--- config.mk ---
export PLATFORM = sky130hd
export DESIGN_NAME = ntt_sdf_reorder
export DESIGN_NICKNAME = d
export VERILOG_FILES = /design/src/rtl/ntt_sdf_reorder.sv
export SDC_FILE = /design/constraint.sdc
export NUM_CORES = 2
export LEC_CHECK = 0
export ABC_AREA = 0
export BUFFER_PORTS_ARGS = -buffer_cell sky130_fd_sc_hd__buf_4
export CELL_PAD_IN_SITES_DETAIL_PLACEMENT = 1
export CELL_PAD_IN_SITES_GLOBAL_PLACEMENT = 2
export CORE_MARGIN = 4
export CORE_UTILIZATION = 54
export DETAILED_ROUTE_END_ITERATION = 8
export PLACE_DENSITY_LB_ADDON = 0.1
export RECOVER_POWER = 25
export SETUP_SLACK_MARGIN = 0.1
export SLEW_MARGIN = 20
export SYNTH_ARGS = -nofsm -noshare
export SYNTH_HDL_FRONTEND = slang
export SYNTH_SLANG_ARGS = --single-unit
--- constraint.sdc ---
create_clock -name clk -period 6.4 [get_ports clk]
set_clock_uncertainty 0.2 [all_clocks]
set_input_delay 0.32 -clock clk [delete_from_list [all_inputs] [get_ports clk]]
set_output_delay 0.32 -clock clk [all_outputs]
set_load 0.01 [all_outputs]
--- src/rtl/ntt_sdf_reorder.sv ---
`default_nettype none
// ============================================================================
//  Module   : ntt_sdf_reorder
//  Purpose  : Turns the bit-reversed serial output of the SDF NTT/INTT chain
//             into a natural-order coefficient stream. Two N-word banks are
//             used ping-pong so that one frame can be written while the
//             previous one drains, giving one coefficient per cycle.
//  Revision : 1.0 - initial release
// ============================================================================
module ntt_sdf_reorder #(
    parameter int LOGQ = 32,
    parameter int LOGN = 5
) (
    input  logic            clk,
    input  logic            rst,
    input  logic            in_start,
    input  logic [LOGQ-1:0] din,
    input  logic            bypass,
    output logic            out_start,
    output logic            out_valid,
    output logic [LOGQ-1:0] dout,
    output logic            busy
);

    localparam int              N        = 1 << LOGN;
    localparam logic [LOGN-1:0] LAST_IDX = {LOGN{1'b1}};

    typedef enum logic [0:0] {W_IDLE = 1'b0, W_FILL = 1'b1} wstate_t;
    typedef enum logic [0:0] {R_IDLE = 1'b0, R_DRAIN = 1'b1} rstate_t;

    function automatic logic [LOGN-1:0] bitrev(input logic [LOGN-1:0] a);
        logic [LOGN-1:0] r;
        for (int i = 0; i < LOGN; i++) begin
            r[i] = a[LOGN-1-i];
        end
        return r;
    endfunction

    // Both banks share one array; the top address bit selects the bank.
    logic [LOGQ-1:0] mem_q [0:2*N-1];

    wstate_t         w_state_q, w_state_d;
    logic [LOGN-1:0] wcnt_q, wcnt_d;
    logic            wbank_q, wbank_d;
    logic            byp_q, byp_d;

    rstate_t         r_state_q, r_state_d;
    logic [LOGN-1:0] rcnt_q, rcnt_d;
    logic            rbank_q, rbank_d;

    logic            w_we;
    logic [LOGN-1:0] w_idx;
    logic            w_byp;
    logic            handoff;
    logic [LOGN:0]   waddr;
    logic            r_drain;
    logic [LOGQ-1:0] rd_q;
    logic            out_valid_q;
    logic            out_start_q;

    // Write side next state: in_start always restarts a frame in the current bank.
    always_comb begin
        w_state_d = w_state_q;
        wcnt_d    = wcnt_q;
        wbank_d   = wbank_q;
        byp_d     = byp_q;
        w_we      = 1'b0;
        w_idx     = wcnt_q;
        w_byp     = byp_q;
        handoff   = 1'b0;
        if (in_start) begin
            w_we      = 1'b1;
            w_idx     = '0;
            w_byp     = bypass;
            byp_d     = bypass;
            w_state_d = W_FILL;
            wcnt_d    = LOGN'(1);
        end else if (w_state_q == W_FILL) begin
            w_we   = 1'b1;
            wcnt_d = wcnt_q + 1'b1;
            if (wcnt_q == LAST_IDX) begin
                handoff   = 1'b1;
                wbank_d   = ~wbank_q;
                w_state_d = W_IDLE;
            end
        end
    end

    assign waddr = {wbank_q, (w_byp ? w_idx : bitrev(w_idx))};

    // Write-side state register.
    always_ff @(posedge clk or posedge rst) begin
        if (rst) begin
            w_state_q <= W_IDLE;
            wcnt_q    <= '0;
            wbank_q   <= 1'b0;
            byp_q     <= 1'b0;
        end else begin
            w_state_q <= w_state_d;
            wcnt_q    <= wcnt_d;
            wbank_q   <= wbank_d;
            byp_q     <= byp_d;
        end
    end

    // Read side next state: a hand-off (re)starts the drain on the filled bank,
    // which also covers a hand-off landing on the last drain address.
    always_comb begin
        r_state_d = r_state_q;
        rcnt_d    = rcnt_q;
        rbank_d   = rbank_q;
        if (handoff) begin
            r_state_d = R_DRAIN;
            rcnt_d    = '0;
            rbank_d   = wbank_q;
        end else if (r_state_q == R_DRAIN) begin
            rcnt_d = rcnt_q + 1'b1;
            if (rcnt_q == LAST_IDX) begin
                r_state_d = R_IDLE;
            end
        end
    end

    assign r_drain = (r_state_q == R_DRAIN);

    // Read-side state register.
    always_ff @(posedge clk or posedge rst) begin
        if (rst) begin
            r_state_q <= R_IDLE;
            rcnt_q    <= '0;
            rbank_q   <= 1'b0;
        end else begin
            r_state_q <= r_state_d;
            rcnt_q    <= rcnt_d;
            rbank_q   <= rbank_d;
        end
    end

    // Bank storage with synchronous read; kept reset-free so it maps to RAM.
    always_ff @(posedge clk) begin
        if (w_we) begin
            mem_q[waddr] <= din;
        end
        if (r_drain) begin
            rd_q <= mem_q[{rbank_q, rcnt_q}];
        end
    end

    // Output qualifiers aligned with the registered read data.
    always_ff @(posedge clk or posedge rst) begin
        if (rst) begin
            out_valid_q <= 1'b0;
            out_start_q <= 1'b0;
        end else begin
            out_valid_q <= r_drain;
            out_start_q <= r_drain && (rcnt_q == '0);
        end
    end

    // Masking with out_valid forces dout to zero as soon as reset asserts.
    assign dout      = out_valid_q ? rd_q : '0;
    assign out_valid = out_valid_q;
    assign out_start = out_start_q;
    assign busy      = (w_state_q != W_IDLE) | (r_state_q != R_IDLE) | out_valid_q;

endmodule
`default_nettype wire

==> run metrics <==
run status complete, but fails checks; failing checks capacitance limit, slew limit; die height 394 microns; Port Buf Inserts 70; RR Startpoint rcnt_q[0]; Clock Latency Late Sink 0.84 ns; Slew Limit Fails 1755; Setup-failing EPs final 0; largest net degree at the start of global routing 106; YS warnings 0; unrepaired setup endpoints after global routing no; period utilization 71.0%; Setup TNS Final 0 ns; Setup CP Type flop to flop; I/O Pins 71; CP Launch Type flop; Primary FF master, synth edfxtp_1; grt ovf 0; pwr/cell area 311 nW/um^2; Reg2Reg Depth 7; row count 141; post-layout util 61.5%; Max Buffers Root-to-Sink 3; EDFF count, synth 2080; DP Wirelength 142 mm; layout cells sized above 1 23.8%; gr usage total 31.7%; gp weighted congestion 0.846; CP dominant cell by count buf_4; die area 155000 sq um; Synth Net Count 3778; CP Data Arrival Time 4.88 ns; Initial Util 54.4%; placed insts 5667; DR pass1 iterations 5; initial antenna violation count 19; Yosys reg bits 2097; CTS tree built; DP Worst Slack 1.86 ns; Routed WL 244 mm; area of placed instances 84100 sq um; CP max FO 40; min Tclk post-route 4.55 ns; # Post-CTS Setup Buffers 0; Hold/Removal Path Class input port to asynchronous set/reset pin; first-pass GRT wire length 343 mm; post-route worst setup slack 1.85 ns; cts repair resizes 0; CTS Hold Bufs 36; Crit path required time 6.74 ns; fmax 220 MHz; synthesized area 80500 sq um; Die X 394 microns; CP Cell Sequence buf_4 -> mux4_2 -> nand2_1 -> a21oi_1 -> a2111oi_0 -> buf_4 -> nor4_1; number of global-route vias before repair 43100; antenna-violating nets left 0; # DRC 0; Worst Max-Slew Pin Slew 3.68 ns; CTS H-tree lvls 4; cell area after layout 91000 sq um; final net count 4022; initial DRC count 5625; Root Buffer clkbuf_16; worst vdd ir 0.000343 V; Cell variety after synth 56; post-synthesis sequential area ratio 78.2%; Worst path max stage delay 1.05 ns; vias post-DR 41800; drt via density 6.86; total CTS buffers 206; Rel. slew slack -145%; routed len/inst 40.0 microns; Clock transition at path regs 0.06 ns; leak pwr 30.6 nW; asr flop ratio synth 0.811%; r2r endpoint rd_q[9]; Post-Syn Area per Cell 21.5 sq um; slowest stage cell on the critical path a2111oi_0; max_cap viols 27; instance count of the mapped netlist 3737; Clock Sinks 2097; Final Hold Viols 0; Non-Filler Instances 6088; flop-to-flop setup slack 1.85 ns; core area 148000 sq um; crit end category flop; Area Growth Syn to Fin 13.1%
-- through the flow --
step / hold WS (ns) / total power, mW
after global placement: 0.397 / 16.5
after floorplan: 0.0461 / 16.0
after CTS: 0.0545 / 28.4
final: 0.151 / 28.3
after global routing: 0.190 / 29.1
after detailed placement: 0.405 / 16.5
-- where the power goes --
part / internal (mW) / leakage, nW / switching [mW] / total (mW)
Clock: 6.93 / 3.27 / 5.09 / 12.0
Combinational: 0.267 / 8.38 / 0.706 / 0.973
Sequential: 15.3 / 18.9 / 0.0429 / 15.3
-- critical path: cells and delay by family, from the launching register on --
kind                   cells  cell delay, ns
and+or+nand+nor            2            0.14
muxes                      1            0.59
AOI/OAI and AO/OA          2            1.15
DFF                        1            0.99
buffers and inverters      2            1.01
-- synth_stat cells (2+ instances only) --
cell,number,area [sq um]
o21ai_1,7,35.0
a31oi_1,5,31.3
mux2i_1,318,3180
xor2_1,2,17.5
o221ai_1,59,517
nand3b_1,7,52.6
a211o_1,3,26.3
a2bb2oi_1,3,26.3
a22oi_1,13,97.6
dfrtp_1,17,425
clkbuf_1,86,323
nor3_1,3,15.0
buf_1,11,41.3
a21oi_1,60,300
o21ai_0,7,35.0
nor4_1,23,144
a211oi_1,5,37.5
a2111oi_2,2,30.0
a221o_1,5,50.1
nor2_1,117,439
a21o_1,6,45.0
buf_4,20,150
mux4_2,372,8380
a32oi_1,2,17.5
nor2b_1,3,18.8
and3_1,3,18.8
buf_8,4,60.1
a22o_1,4,35.0
and2_1,36,225
nand3_1,12,60.1
a32o_1,2,20.0
a221oi_1,45,394
edfxtp_1,2080,62500
buf_2,50,250
ha_1,5,62.6
mux2_2,38,428
a2111oi_0,58,508
or3b_2,2,17.5
xnor2_1,5,43.8
o22ai_1,64,400
or3_1,2,12.5
inv_1,9,33.8
nand2_1,104,390
nand4_1,3,18.8
buf_6,44,495
-- registers in the layout, summed over array words and instances (netlist names) --
name	count
w_state_q	1
r_drain	1
byp_q	1
wcnt_q	5
rcnt_q	5
wbank_q	1
rbank_q	1
rd_q	32
out_start	1
out_valid	1
mem_q	2048
-- area by class of cell --
class                   instances  area [sq um]
flip-flops and latches       2097         62900
fillers                     12000         56900
multi-input cells            1415         16900
clock buffers                 242          5380
well taps                    1930          2410
repair buffers                251          2100
clock inverters               136          1260
inverters                      10          40.0
diodes                          7          17.5
-- cell families (layout without fill, tap and decap cells) --
group | count (synthesis) | count (layout) | synth area share (%)
mux | 728 | 728 | 14.9
xor+xnor | 7 | 7 | 0.0762
compound gates | 355 | 355 | 3.29
simple gates | 320 | 320 | 1.80
buf+inv | 225 | 639 | 1.69
flops | 2097 | 2097 | 78.2
other cells | 0 | 7 | 0
fa+ha+maj | 5 | 5 | 0.0778
-- how the worst max path moves through the flow --
stage / start / endpoint / slack [ns] / cells past startpoint
CTS: rcnt_q[0] / rd_q[9] / 1.83 / 7
finish: rcnt_q[0] / rd_q[9] / 1.85 / 7
floorplan: byp_q / mem_q[62][0] / 2.99 / 5
global placement: rcnt_q[0] / rd_q[15] / 0.86 / 7
detailed placement: rcnt_q[0] / rd_q[9] / 1.86 / 7
global route: rcnt_q[0] / rd_q[9] / 1.83 / 7
-- routing by layer --
metal | vias to the layer above | track usage, % | wire (microns)
li1 | 16200 | - | -
met1 | 22600 | 44.5 | 94200
met2 | 2398 | 50.4 | 117000
met3 | 481 | 6.26 | 22700
met4 | 8 | 11.3 | 9730
met5 | - | 0 | 55
-- layout by cell type (no fill, tap or decap), types with 6 or more instances in the layout --
cell type,count
edfxtp_1,2080
mux4_2,372
mux2i_1,318
clkbuf_16,210
buf_4,166
nand2_1,103
nor2_4,67
o22ai_1,64
a21oi_1,60
clkbuf_1,60
o221ai_1,59
clkinv_1,58
nor2_1,47
clkinv_2,45
a221oi_1,43
mux2_2,38
and2_1,36
dlygate4sd3_1,36
a2111oi_0,33
bufinv_16,24
nor4_1,23
a2111oi_2,17
buf_12,15
a22oi_1,13
nand3_1,11
dfrtp_1,11
a2111oi_1,10
diode_2,7
inv_1,7
nand3b_1,7
o21ai_0,7
o21ai_1,6
a21o_1,6
No activity file was read; power rests on OpenSTA's default activity.
